`src/rtl/mp3_mon_pkg.sv`:
```
// Shared definitions for the mp3 pipeline stage monitor: read-port select
// encoding, per-stage FSM states and the per-stage status word layout.
package mp3_mon_pkg;

  // Low two bits of the read address select which statistic is returned
  localparam logic [1:0] SEL_LAST   = 2'd0;
  localparam logic [1:0] SEL_MAX    = 2'd1;
  localparam logic [1:0] SEL_RUNS   = 2'd2;
  localparam logic [1:0] SEL_STATUS = 2'd3;

  typedef enum logic {
    ST_IDLE = 1'b0,
    ST_BUSY = 1'b1
  } stage_state_e;

  // Per-stage status bits; occupies the top of the status read word
  typedef struct packed {
    logic stall;
    logic busy;
  } stage_status_t;

endpackage

```
`src/rtl/mp3_stage_timer.sv`:
```
// Single-stage activity timer: detects edges of an active-low-while-busy
// done line, measures busy length (last/max), counts completed runs and
// raises a sticky stall flag when a run exceeds the watchdog limit.
module mp3_stage_timer
  import mp3_mon_pkg::*;
#(
  parameter int CNT_W       = 24,
  parameter int TIMEOUT_CYC = 1000000
) (
  input  logic             clock,
  input  logic             reset,
  input  logic             i_done,
  input  logic             i_clr_stall,
  output logic             o_start,
  output logic             o_finish,
  output logic             o_stall,
  output logic             o_busy,
  output logic [CNT_W-1:0] o_last,
  output logic [CNT_W-1:0] o_max,
  output logic [CNT_W-1:0] o_runs
);

  localparam logic [CNT_W-1:0] CNT_MAX    = '1;
  localparam logic [63:0]      TIMEOUT_64 = 64'(TIMEOUT_CYC);

  function automatic logic [CNT_W-1:0] sat_inc(input logic [CNT_W-1:0] v);
    return (v == CNT_MAX) ? v : v + CNT_W'(1);
  endfunction

  stage_state_e     r_state;
  stage_state_e     w_state_nxt;
  logic             r_prev;
  logic             r_start;
  logic             r_finish;
  logic             r_stall;
  logic [CNT_W-1:0] r_cnt;
  logic [CNT_W-1:0] w_cnt_nxt;
  logic [CNT_W-1:0] r_last;
  logic [CNT_W-1:0] r_max;
  logic [CNT_W-1:0] r_runs;
  logic             w_start;
  logic             w_finish;
  logic             w_hit_timeout;

  assign w_start  = r_prev & ~i_done;
  assign w_finish = ~r_prev & i_done;

  // Next state and busy counter; the counter restarts at 1 on the start edge
  always_comb begin
    w_state_nxt = r_state;
    w_cnt_nxt   = r_cnt;
    case (r_state)
      ST_IDLE: begin
        if (w_start) begin
          w_state_nxt = ST_BUSY;
          w_cnt_nxt   = CNT_W'(1);
        end
      end
      ST_BUSY: begin
        if (w_finish) begin
          w_state_nxt = ST_IDLE;
        end else if (!i_done) begin
          w_cnt_nxt = sat_inc(r_cnt);
        end
      end
      default: w_state_nxt = ST_IDLE;
    endcase
  end

  // Watchdog fires on the cycle the busy count reaches the limit
  assign w_hit_timeout = (TIMEOUT_CYC != 0) && (w_state_nxt == ST_BUSY) &&
                         (64'(w_cnt_nxt) == TIMEOUT_64);

  // FSM state register
  always_ff @(posedge clock) begin
    if (reset) r_state <= ST_IDLE;
    else       r_state <= w_state_nxt;
  end

  // Edge history and registered start/finish pulses; history resets to idle
  always_ff @(posedge clock) begin
    if (reset) begin
      r_prev   <= 1'b1;
      r_start  <= 1'b0;
      r_finish <= 1'b0;
    end else begin
      r_prev   <= i_done;
      r_start  <= w_start;
      r_finish <= w_finish;
    end
  end

  // Busy counter, run statistics and sticky stall flag
  always_ff @(posedge clock) begin
    if (reset) begin
      r_cnt   <= '0;
      r_last  <= '0;
      r_max   <= '0;
      r_runs  <= '0;
      r_stall <= 1'b0;
    end else begin
      r_cnt <= w_cnt_nxt;
      if (r_state == ST_BUSY && w_finish) begin
        r_last <= r_cnt;
        if (r_cnt > r_max) r_max <= r_cnt;
        r_runs <= sat_inc(r_runs);
      end
      // A new stall takes priority over a coincident read-to-clear
      if (w_hit_timeout)    r_stall <= 1'b1;
      else if (i_clr_stall) r_stall <= 1'b0;
    end
  end

  assign o_start  = r_start;
  assign o_finish = r_finish;
  assign o_stall  = r_stall;
  assign o_busy   = (r_state == ST_BUSY);
  assign o_last   = r_last;
  assign o_max    = r_max;
  assign o_runs   = r_runs;

endmodule

```
`src/rtl/mp3_stage_monitor.sv`:
```
// Activity monitor for the mp3 decoder pipeline stages. One timer per stage
// plus a wrapping frame counter and a registered statistics read port.
// Optional macro MP3_STAGE_MONITOR_TRACE_EN adds a simulation-only trace
// printer; logic behaviour is the same with or without it.
module mp3_stage_monitor
  import mp3_mon_pkg::*;
#(
  parameter int NUM_STAGES  = 4,
  parameter int CNT_W       = 24,
  parameter int FRAME_W     = 16,
  parameter int TIMEOUT_CYC = 1000000
) (
  input  logic                  clock,
  input  logic                  reset,
  input  logic [NUM_STAGES-1:0] stage_done,
  input  logic                  frame_tick,
  output logic [NUM_STAGES-1:0] stage_start,
  output logic [NUM_STAGES-1:0] stage_finish,
  output logic [FRAME_W-1:0]    frame_count,
  output logic [NUM_STAGES-1:0] stall_flag,
  input  logic                  rd_en,
  input  logic [4:0]            rd_addr,
  output logic [CNT_W-1:0]      rd_data,
  output logic                  rd_valid
);

  logic [CNT_W-1:0]      w_last [NUM_STAGES];
  logic [CNT_W-1:0]      w_max  [NUM_STAGES];
  logic [CNT_W-1:0]      w_runs [NUM_STAGES];
  logic [NUM_STAGES-1:0] w_busy;
  logic [NUM_STAGES-1:0] w_clr_stall;
  logic [2:0]            w_rd_stage;
  logic [1:0]            w_rd_sel;
  logic [CNT_W-1:0]      w_rd_word;
  stage_status_t         w_status;
  logic [FRAME_W-1:0]    r_frame_cnt;
  logic [CNT_W-1:0]      r_rd_data;
  logic                  r_rd_valid;

  assign w_rd_stage = rd_addr[4:2];
  assign w_rd_sel   = rd_addr[1:0];

  for (genvar g = 0; g < NUM_STAGES; g++) begin : g_stage
    assign w_clr_stall[g] = rd_en && (w_rd_sel == SEL_STATUS) && (w_rd_stage == 3'(g));

    mp3_stage_timer #(
      .CNT_W       (CNT_W),
      .TIMEOUT_CYC (TIMEOUT_CYC)
    ) u_timer (
      .clock       (clock),
      .reset       (reset),
      .i_done      (stage_done[g]),
      .i_clr_stall (w_clr_stall[g]),
      .o_start     (stage_start[g]),
      .o_finish    (stage_finish[g]),
      .o_stall     (stall_flag[g]),
      .o_busy      (w_busy[g]),
      .o_last      (w_last[g]),
      .o_max       (w_max[g]),
      .o_runs      (w_runs[g])
    );
  end

  // Frame counter wraps; reset has priority over a coincident tick
  always_ff @(posedge clock) begin
    if (reset)           r_frame_cnt <= '0;
    else if (frame_tick) r_frame_cnt <= r_frame_cnt + FRAME_W'(1);
  end

  // Read mux; unpopulated stage indices fall through to zero
  always_comb begin
    w_rd_word = '0;
    w_status  = '0;
    for (int i = 0; i < NUM_STAGES; i++) begin
      if (w_rd_stage == 3'(i)) begin
        w_status.stall = stall_flag[i];
        w_status.busy  = w_busy[i];
        case (w_rd_sel)
          SEL_LAST:   w_rd_word = w_last[i];
          SEL_MAX:    w_rd_word = w_max[i];
          SEL_RUNS:   w_rd_word = w_runs[i];
          default:    w_rd_word = {w_status, (CNT_W-2)'(0)};
        endcase
      end
    end
  end

  // Registered read response; captures values before this cycle's updates
  always_ff @(posedge clock) begin
    if (reset) begin
      r_rd_data  <= '0;
      r_rd_valid <= 1'b0;
    end else begin
      r_rd_valid <= rd_en;
      if (rd_en) r_rd_data <= w_rd_word;
    end
  end

  assign frame_count = r_frame_cnt;
  assign rd_data     = r_rd_data;
  assign rd_valid    = r_rd_valid;

`ifdef MP3_STAGE_MONITOR_TRACE_EN
`ifndef SYNTHESIS
  // Print stage start/finish and frame progress as they occur
  always @(posedge clock) begin
    for (int i = 0; i < NUM_STAGES; i++) begin
      if (stage_start[i])  $write("stage %0d started...\n", i);
      if (stage_finish[i]) $write("stage %0d finished... (%0d cycles)\n", i, w_last[i]);
    end
    if (frame_tick && !reset) $write("current frame: %0d\n", r_frame_cnt + 1);
  end
`endif
`else
  // Trace printer not built
`endif

endmodule

```
`config.mk`:
```
export PLATFORM = sky130hd
export DESIGN_NAME = mp3_stage_monitor
export DESIGN_NICKNAME = d
export VERILOG_FILES = /design/src/rtl/mp3_mon_pkg.sv /design/src/rtl/mp3_stage_timer.sv /design/src/rtl/mp3_stage_monitor.sv
export SDC_FILE = /design/constraint.sdc
export NUM_CORES = 1
export LEC_CHECK = 0
export ABC_AREA = 1
export CAP_MARGIN = 20
export CORE_MARGIN = 4
export CORE_UTILIZATION = 65
export CTS_CLUSTER_SIZE = 14
export DETAILED_ROUTE_END_ITERATION = 16
export DONT_BUFFER_PORTS = 1
export GPL_ROUTABILITY_DRIVEN = 0
export HOLD_SLACK_MARGIN = 0.12
export PLACE_DENSITY_LB_ADDON = 0.2
export SYNTH_ARGS = -nofsm -noshare
export SYNTH_HDL_FRONTEND = slang
export SYNTH_SLANG_ARGS = --single-unit
```
`constraint.sdc`:
```
create_clock -name clock -period 2.5 [get_ports clock]
set_input_delay 0.25 -clock clock [delete_from_list [all_inputs] [get_ports clock]]
set_output_delay 0.25 -clock clock [all_outputs]
set_load 0.1 [all_outputs]
```
== Word-level counts from Yosys, hierarchy flattened ==
Cells that the tools add are included.
Word-level totals
  bits in latches: 0
  output and inout bits: 53
  flip-flop bits (word level): 445
  bits in read-only memories: 0
  memories: 0
  memory bits (writable): 0
Operators by class
  bitwise operators: 24
  magnitude comparators: 4
  shift operators: 0
  multipliers: 0
  muxes and demuxes: 48
  equal/unequal tests: 18
  $add $sub $neg: 9
  reduce and logical (&&, ||, !) cells: 27
  div/mod/pow operators: 0
Operators by type and width (count)
  $mux 24: 20
  $pmux 24 s3: 4
  $add 24x1->24 const B: 8
  $eq 24x24->1 const B: 8
  $pmux 24 s2: 4
  $eq 24x20->1 const B: 4
  $gt 24x24->1: 4
  $add 16x1->16 const B: 1
  $mux 1: 16
  $not 1->1: 16
  $reduce_and 2->1: 8
  $logic_and 1x1->1: 13
  $and 1x1->1: 8
  $pmux 1 s2: 4
  $reduce_bool 2->1: 4
  $eq 3x2->1 const B: 2
  $eq 2x2->1 const B: 2
  $eq 3x1->1 const B: 1
  $logic_not 3->1: 1
  $eq 2x1->1 const B: 1
  $logic_not 2->1: 1

== Longest topological paths before layout ==
Gate-level depths: netlist (run 1).
  word-level depth: 8
  gate-level depth with buffers: 17
  gate-level depth less buffers: 17

== Modules after synthesis ==
A second synthesis (run 1) with hierarchy kept.
Second synthesis, totals
  cells, all modules: 4159
  area, all modules: 26425.3 um^2
Modules (own cells, without submodules)
  mp3_stage_timer (g_stage[0].u_timer ...): instances 3, seq. area each 2021.9 um^2, area an instance 5545.3 um^2, cells an instance 844
  mp3_stage_timer (g_stage[3].u_timer): instances 1, seq. area each 2021.9 um^2, area an instance 5485.3 um^2, cells an instance 815
  mp3_stage_monitor: instances 1, seq. area each 820.8 um^2, area an instance 4304.1 um^2, cells an instance 812

== Worst setup path before layout (run 1) ==
OpenSTA, ideal clock, no wires.
  kind: flip-flop to flip-flop
  from: register r_frame_cnt[2], in the netlist frame_count[2]
  to: register r_frame_cnt[14], in the netlist frame_count[14]
  path slack: -0.039 ns
  path buffers: 0
  stages on the path, launching flop included: 10
  data arrival time: 2.407 ns
  path through: dfxtp_1 > inv_1 > nor3_1 > nand3_1 > nor3_1 > nand3_1 > nor3_1 > nand2_1 > nor2_1 > nor3_1
On the way
  word-level cells in the longest chain between the ends: 1
RTL lines
  start: declaration: line mp3_stage_monitor.sv:36  | logic [FRAME_W-1:0] r_frame_cnt;
  start signal: assignment: line mp3_stage_monitor.sv:67  | else if (frame_tick) r_frame_cnt <= r_frame_cnt + FRAME_W'(1);
  $add 16x1->16: line mp3_stage_monitor.sv:67
No other way between the ends.
A chain may end at the register's enable or synchronous reset.

== Worst setup path in the final report (run 1) ==
  from: register g_stage[2].u_timer.r_cnt[1]
  to: register g_stage[2].u_timer.r_cnt[10]
On the way
  word-level cells in the longest chain between the ends: 5
  elaborated cells on any way between the ends: 6
RTL lines
  start: declaration: line mp3_stage_timer.sv:36  | logic [CNT_W-1:0] r_cnt;
  start signal: assignment: line mp3_stage_timer.sv:102  | r_cnt <= w_cnt_nxt;
  $add 24x1->24 / $eq 24x24->1 (equally long branches): line mp3_stage_timer.sv:27  | return (v == CNT_MAX) ? v : v + CNT_W'(1);
  $mux 24 (*): line mp3_stage_timer.sv:27
  $mux 24 (*): line mp3_stage_timer.sv:62  | end else if (!i_done) begin
  $mux 24 (*): line mp3_stage_timer.sv:60  | if (w_finish) begin
  $pmux 24 s2 (*): line mp3_stage_timer.sv:52  | case (r_state)
Every way passes the cells marked *; elsewhere a longest branch is shown, timed or not.

==> results.yml, run 1 <==
clock_tree:
  cts_root_buf: "clkbuf_16"
  clkLatencyLatePin_ns: 0.60
  htreeDepth: 2
  cts_tree: "built"
  cts_sinks: 445
  cts.clk_slew.worst_paths_ns: 0.06
  cts_buffer_depth: 3
  cts_buffers: 48
logic_synthesis:
  synthesis.area_um2: 25600
  async_reset_ff_frac: 0
  synth_top_area_frac: 0.348
  yosys.area_share.adder: 0.0514
  synth_edf_count: 0
  synth-main-ff-cell: "dfxtp_1"
  synth_seq_cells: 445
  yosysUniqueCellTypes: 45
  synth.area.mux_share: 0
  syn_inst: 3903
  synth_simple_gate_area_frac: 0.303
  synth_xor_area_frac: 0.00274
  syn_area_per_cell_um2: 6.55
  yosysWarnings: 0
  syn_nets: 4021
  synth-seq-area-share: 0.348
  synth-compound-area-share: 0.181
  synthTopCellsByArea: "dfxtp_1 35%, nand2_1 11%, a21oi_1 8.1%, inv_1 7.8%, o21ai_0 6.2%"
  yosysTopAreaCell: "dfxtp_1"
  synth_top_family_by_area: "simple AND/OR/NAND/NOR gates"
setup_path:
  crit_family: "simple AND/OR/NAND/NOR gates"
  cpMaxStageDelayCell: "dlygate4sd3_1"
  start_kind: "register"
  cp_data_required_time_ns: 2.99
  cp_max_fo: 10
  critical_path_class: "reg -> reg"
  slowest_delay_ns: 0.56
  crit_path_end_kind: "register"
  crit_arrival_ns: 3.04
  cp_num_buf_inv: 1
  crit_chain: "ha_1 > nand2_1 > nor2_2 > nand2_2 > nor2_4 > nand3_4 > nand2_1 > nor2_1 > nor2_2 > nor2_1 > dlygate4sd3_1"
floorplan:
  die-area_um2: 42600
  start_util: 0.660
  core_area_um2: 38700
  die_width_um: 206
  io_pins: 66
  die_y_um: 206
  rows: 72
sta:
  fin_crit_ns: 2.55
  slew_headroom: 0.351
  fin_crit_sh: 1.02
  fmax_ghz: 0.392
  hold_ws_ns: 0.174
  rsz0062_at_grt: "yes"
  finClkSkew_ns: 0.0250
  setup_viol: 2
  drv_slew: 0
  hold_viol: 0
  setup_slack_ns: -0.0481
  tightest_slew_ns: 0.972
global_routing:
  antenna_found_initial: 1
  grt.overflow.total: 0
  grt_start_max_net_pins: 125
  grt_usage: 0.365
  grt_pass1_wl_um: 127000
  grt_pass1_vias: 24700
flow_run:
  cap_violations: 0
power_and_ir_drop:
  internal_power_w: 0.0121
  combinationalPowerShare: 0.074
  powerDensity_nw_per_um2: 551
  vdd_drop_max_uv: 481
  p_switching_w: 0.00398
  power.leakage_nw: 11.3
  sw_frac_of_total: 0.248
  seqPwrFrac: 0.453
  power_w: 0.0161
  p_clk_frac: 0.473
route:
  drc: 0
  wirelength_um: 80800
  first_iter_violations: 3162
  dr_total_vias: 27100
  final_antenna_net_count: 0
  wire_per_inst_um: 17.8
  drt-pass1-iter-count: 8
  route.detailed.vias_per_inst: 5.96
layout:
  drive_above_1_share: 0.0882
  areaGrowthSynthToFinish_pct: 14.1
  final_net_count: 4109
  diodes: 0
  nFillCells: 3116
placed_design:
  hpwl_um: 55700
  port_buffers: 0
  pre_cts_slack_ns: 0.160
status:
  status: "finished with violations"
  violations: "negative setup slack"
hold_path:
  min_path_type: "in -> reg"
-- power groups by stage --
stage               sequential, W  clock [W]  combinational, W
floorplan                 0.00747          0          0.000741
global placement          0.00744          0           0.00104
detailed placement        0.00744          0           0.00105
CTS                       0.00729    0.00763           0.00115
global route              0.00729    0.00791           0.00127
finish                    0.00729    0.00761           0.00119
-- tightest hold or removal path, stage by stage --
cell	delay, ns
nor3_2	0.02
buf_4	0.22
a21oi_1	0.16
a21oi_1	0.07
-- cells by family after synthesis --
family | after synthesis
xor+xnor | 8
flops | 445
compound gates | 866
buf+inv | 730
simple gates | 1749
fa+ha+maj | 105
-- cells in the mapped netlist, types with 2 or more instances --
master     number
nand2_1       782
inv_1         531
dfxtp_1       445
a21oi_1       413
nor2_1        399
o21ai_0       315
nand3_1       260
clkbuf_1      117
ha_1          105
nor3_1        103
nand4_1        72
o22ai_1        65
nand2_2        26
nor2_2         26
buf_2          23
inv_2          22
nor4_1         20
o221ai_1       18
nor2_4         15
buf_4          14
nand3b_1       14
nand3_2        13
o211ai_1       11
o2111ai_1      10
a31oi_1         9
buf_6           9
o21a_1          8
xor2_1          8
buf_1           7
clkinv_1        7
nor3b_1         7
a21oi_2         6
a221oi_1        4
nand3_4         3
o21bai_1        3
nand2_4         2
nand3b_2        2
or2_2           2
-- cell type report --
class | count | area [um2] | share of cell area
Inverter | 560 | 2110 | 0.0723
Clock inverter | 16 | 238 | 0.00815
Clock buffer | 69 | 1430 | 0.0490
Timing Repair Buffer | 207 | 1920 | 0.0657
Multi-Input combinational cell | 2729 | 13900 | 0.477
Tap cell | 518 | 648 | 0.0222
Sequential cell | 445 | 8920 | 0.306
-- path summary, 6_finish.rpt --
path / cells past startpoint / endpoint / slack [ns] / start
max: 11 / g_stage[2].u_timer.r_cnt[10] / -0.05 / g_stage[2].u_timer.r_cnt[1]
min: 4 / rd_data[23] / 0.17 / rd_addr[4]
max reg2reg: 11 / g_stage[2].u_timer.r_cnt[10] / -0.05 / g_stage[2].u_timer.r_cnt[1]
min reg2reg: 2 / g_stage[1].u_timer.o_last[16] / 0.45 / g_stage[1].u_timer.o_last[16]
-- registers in the layout (all words and copies together), names as in the netlist --
| name | cells |
|---|---|
| g_stage.u_timer.o_finish | 4 |
| g_stage.u_timer.o_busy | 4 |
| g_stage.u_timer.o_start | 4 |
| g_stage.u_timer.r_prev | 4 |
| g_stage.u_timer.o_last | 96 |
| g_stage.u_timer.o_runs | 96 |
| rd_valid | 1 |
| g_stage.u_timer.r_cnt | 96 |
| frame_count | 16 |
| rd_data | 24 |
| g_stage.u_timer.o_stall | 4 |
| g_stage.u_timer.o_max | 96 |
-- placed cells by master (no fill, tap or decap), drive strengths merged, types with 9 or more instances in the layout --
master / n
o21ai: 316
nor3: 103
dlygate4sd3: 84
clkinv: 13
nand2: 810
nor2: 440
buf: 123
dfxtp: 445
o221ai: 18
inv: 553
a31oi: 9
nand3: 277
clkbuf: 69
ha: 105
o22ai: 65
nand3b: 17
o2111ai: 11
a21oi: 419
nand4: 72
nor4: 20
o211ai: 11
-- routing by layer --
metal	track usage	vias up	wire [um]
met4	0.161	2	3770
met5	0	-	13
li1	-	13000	-
met2	0.580	1470	35800
met3	0.0733	276	8520
met1	0.482	12300	32700
-- stage by stage --
| stage | instances | setup TNS (ns) | instance area, um2 | util |
|---|---|---|---|---|
| after CTS | 4541 | 0 | 29100 | 0.750 |
| after floorplan | 3903 | 0 | 25600 | - |
| final | 4544 | -0.0668 | 29200 | 0.753 |
| after global routing | 4544 | -0.842 | 29200 | 0.753 |
| after detailed placement | 4370 | 0 | 26500 | 0.684 |
| after global placement | 4370 | 0 | 26500 | 0.684 |
-- timing repair --
item	CTS	global route
hold buffers	86	0
endpoints found under the setup margin	0	41
resized for setup	0	29
buffers inserted	0	2
hold endpoints to repair	281	0
Note: power is estimated with default switching activity, not from simulation.
==> inputs of run 2 (changes only) <==
--- a/config.mk
+++ b/config.mk
@@ -13,7 +13,6 @@
 export DETAILED_ROUTE_END_ITERATION = 16
 export DONT_BUFFER_PORTS = 1
 export GPL_ROUTABILITY_DRIVEN = 0
-export HOLD_SLACK_MARGIN = 0.12
 export PLACE_DENSITY_LB_ADDON = 0.2
 export SYNTH_ARGS = -nofsm -noshare
 export SYNTH_HDL_FRONTEND = slang
==> run 2 against run 1 <==
The run now ends clean. Cell count is 0.11% lower. Flip-flop and latch count stayed put. First-iteration DRC count increased by 4.3%. Die area stayed put. Via count fell by 0.33%. Setup slack gained 0.10 ns. Critical path type unchanged. Worst hold slack got worse by 0.15 ns. Fmax rose by 4.1%. Critical endpoint is now rd_data[17]. Count of clock-buffer cells in the layout is the same. Wire length is 0.76% lower.
==> results.yml, run 2 (same netlist as run 1, synthesis figures left out) <==
setup_path:
  reg2reg_slack_ns: 0.05
  rr_endpoint: "rd_data[17]"
  cp_data_required_time_ns: 2.98
  worstReg2RegStart: "g_stage[1].u_timer.o_max[17]"
  cp_max_fo: 2
  crit_path_end_kind: "register"
  critical_path_class: "reg -> reg"
  r2r.worst_path.cells: 7
  crit_start: "g_stage[1].u_timer.o_max[17]"
  start_kind: "register"
  crit_arrival_ns: 2.92
sta:
  setup_tns_ns: 0
  setup_viol: 0
  fmax_ghz: 0.409
  tightest_slew_ns: 0.979
  setup_slack_ns: 0.0524
  slew_headroom: 0.347
  hold_viol: 0
  drv_slew: 0
  finClkSkew_ns: 0.0263
  fin_crit_sh: 0.979
  rsz0062_at_grt: "yes"
  fin_crit_ns: 2.45
floorplan:
  die_y_um: 206
  core_area_um2: 38700
  rows: 72
  start_util: 0.660
  io_pins: 66
  die_width_um: 206
  die-area_um2: 42600
global_routing:
  grt_start_max_net_pins: 129
  grt.overflow.total: 0
  antenna_found_initial: 1
  busiest_layer: "met2"
  grt_use_met1: 0.477
  grt_pass1_vias: 24400
  met2_usage: 0.568
  grt_pass1_wl_um: 126000
  grt_usage: 0.363
  grtUsageMet3: 0.0830
layout:
  final_cell_mix: "779 x nand2_1, 528 x inv_1, 437 x dfxtp_1"
  areaGrowthSynthToFinish_pct: 13.8
  layout_commonest_cell: "nand2_1"
  diodes: 0
  final_net_count: 4104
  drive_above_1_share: 0.0875
hold_path:
  min_to: "g_stage[3].u_timer.r_cnt[22]"
  min_path_cells: 5
  min_path_type: "in -> reg"
  hp-start: "stage_done[3]"
placed_design:
  hpwl_um: 55700
  port_buffers: 0
  pre_cts_slack_ns: 0.160
route:
  dr_total_vias: 27000
  wirelength_um: 80200
  drt-pass1-iter-count: 7
  route.detailed.vias_per_inst: 5.95
  wire_per_inst_um: 17.7
  final_antenna_net_count: 0
  drc: 0
  first_iter_violations: 3298
clock_tree:
  cts_buffers: 48
  cts_sinks: 445
  clkLatencyLatePin_ns: 0.60
  cts_tree: "built"
  cts_buffer_depth: 3
  cts_root_buf: "clkbuf_16"
  cts.clk_slew.worst_paths_ns: 0.06
  htreeDepth: 2
power_and_ir_drop:
  power.leakage_nw: 11.3
  vdd_drop_max_uv: 478
  powerDensity_nw_per_um2: 552
flow_run:
  cap_violations: 0
status:
  status: "completed"
## run 2: cell count changes in the layout (fill, tap and decap cells not counted), moves of 2 or more
cell           previous run  this run
buf_4                   112       114
dfxtp_2                   9         7
dlygate4sd3_1            84        77
dfxtp_1                 435       437
nor2_1                  393       395
## run 2: how the worst max path moves through the flow
| stage | end | cells after the start |
|---|---|---|
| finish | rd_data[17] | 7 |
| global route | g_stage[1].u_timer.r_cnt[4] | 12 |
| CTS | g_stage[1].u_timer.r_cnt[4] | 12 |
| detailed placement | g_stage[0].u_timer.o_stall | 15 |
| global placement | g_stage[0].u_timer.o_stall | 15 |
| floorplan | frame_count[14] | 9 |
## run 2: worst max-delay path: stages, from the launching register on
cell and delay, ns:
dfxtp_1 0.31, inv_1 0.08, o22ai_1 0.13, o21ai_0 0.51, nand3_1 0.23, o221ai_1 0.38
a21oi_1 0.12, dlygate4sd3_1 0.57
## run 2: repair_timing
| item | CTS | global route |
|---|---|---|
| endpoints found under the hold margin | 215 | 0 |
| hold buffers | 78 | 0 |
| buffers inserted | 0 | 5 |
| resized for setup | 0 | 24 |
| setup endpoints to repair | 0 | 39 |
## run 2: per-stage QoR
step	total power, W	utilization	std cells	cell area [um2]	hold slack [ns]
floorplan	0.00821	-	3903	25600	0.332
global placement	0.00848	0.684	4370	26500	0.334
detailed placement	0.00849	0.684	4370	26500	0.334
CTS	0.0160	0.748	4533	29000	0.000291
global route	0.0164	0.752	4539	29100	0.0376
finish	0.0161	0.752	4539	29100	0.0256
## run 2: area by class of cell
cell class                 count  area (um2)
clock buffer                  69        1430
clock inverter                16         238
fill                        3128        9620
inverter                     560        2110
multi-input combinational   2729       13900
sequential                   445        8920
tap                          518         648
timing repair buffer         202        1850
## run 2: where the power goes
group | total [W] | switching [W] | internal [W]
Sequential | 0.00729 | 0.000103 | 0.00718
Combinational | 0.00117 | 0.000843 | 0.000331
Clock | 0.00760 | 0.00303 | 0.00458
Total | 0.0161 | 0.00397 | 0.0121
## run 2: per-layer routing
| layer | vias to the layer above | wire length [um] |
|---|---|---|
| met5 | - | 13 |
| met4 | 2 | 4200 |
| met3 | 291 | 8320 |
| met2 | 1400 | 35100 |
| met1 | 12300 | 32500 |
| li1 | 13000 | - |
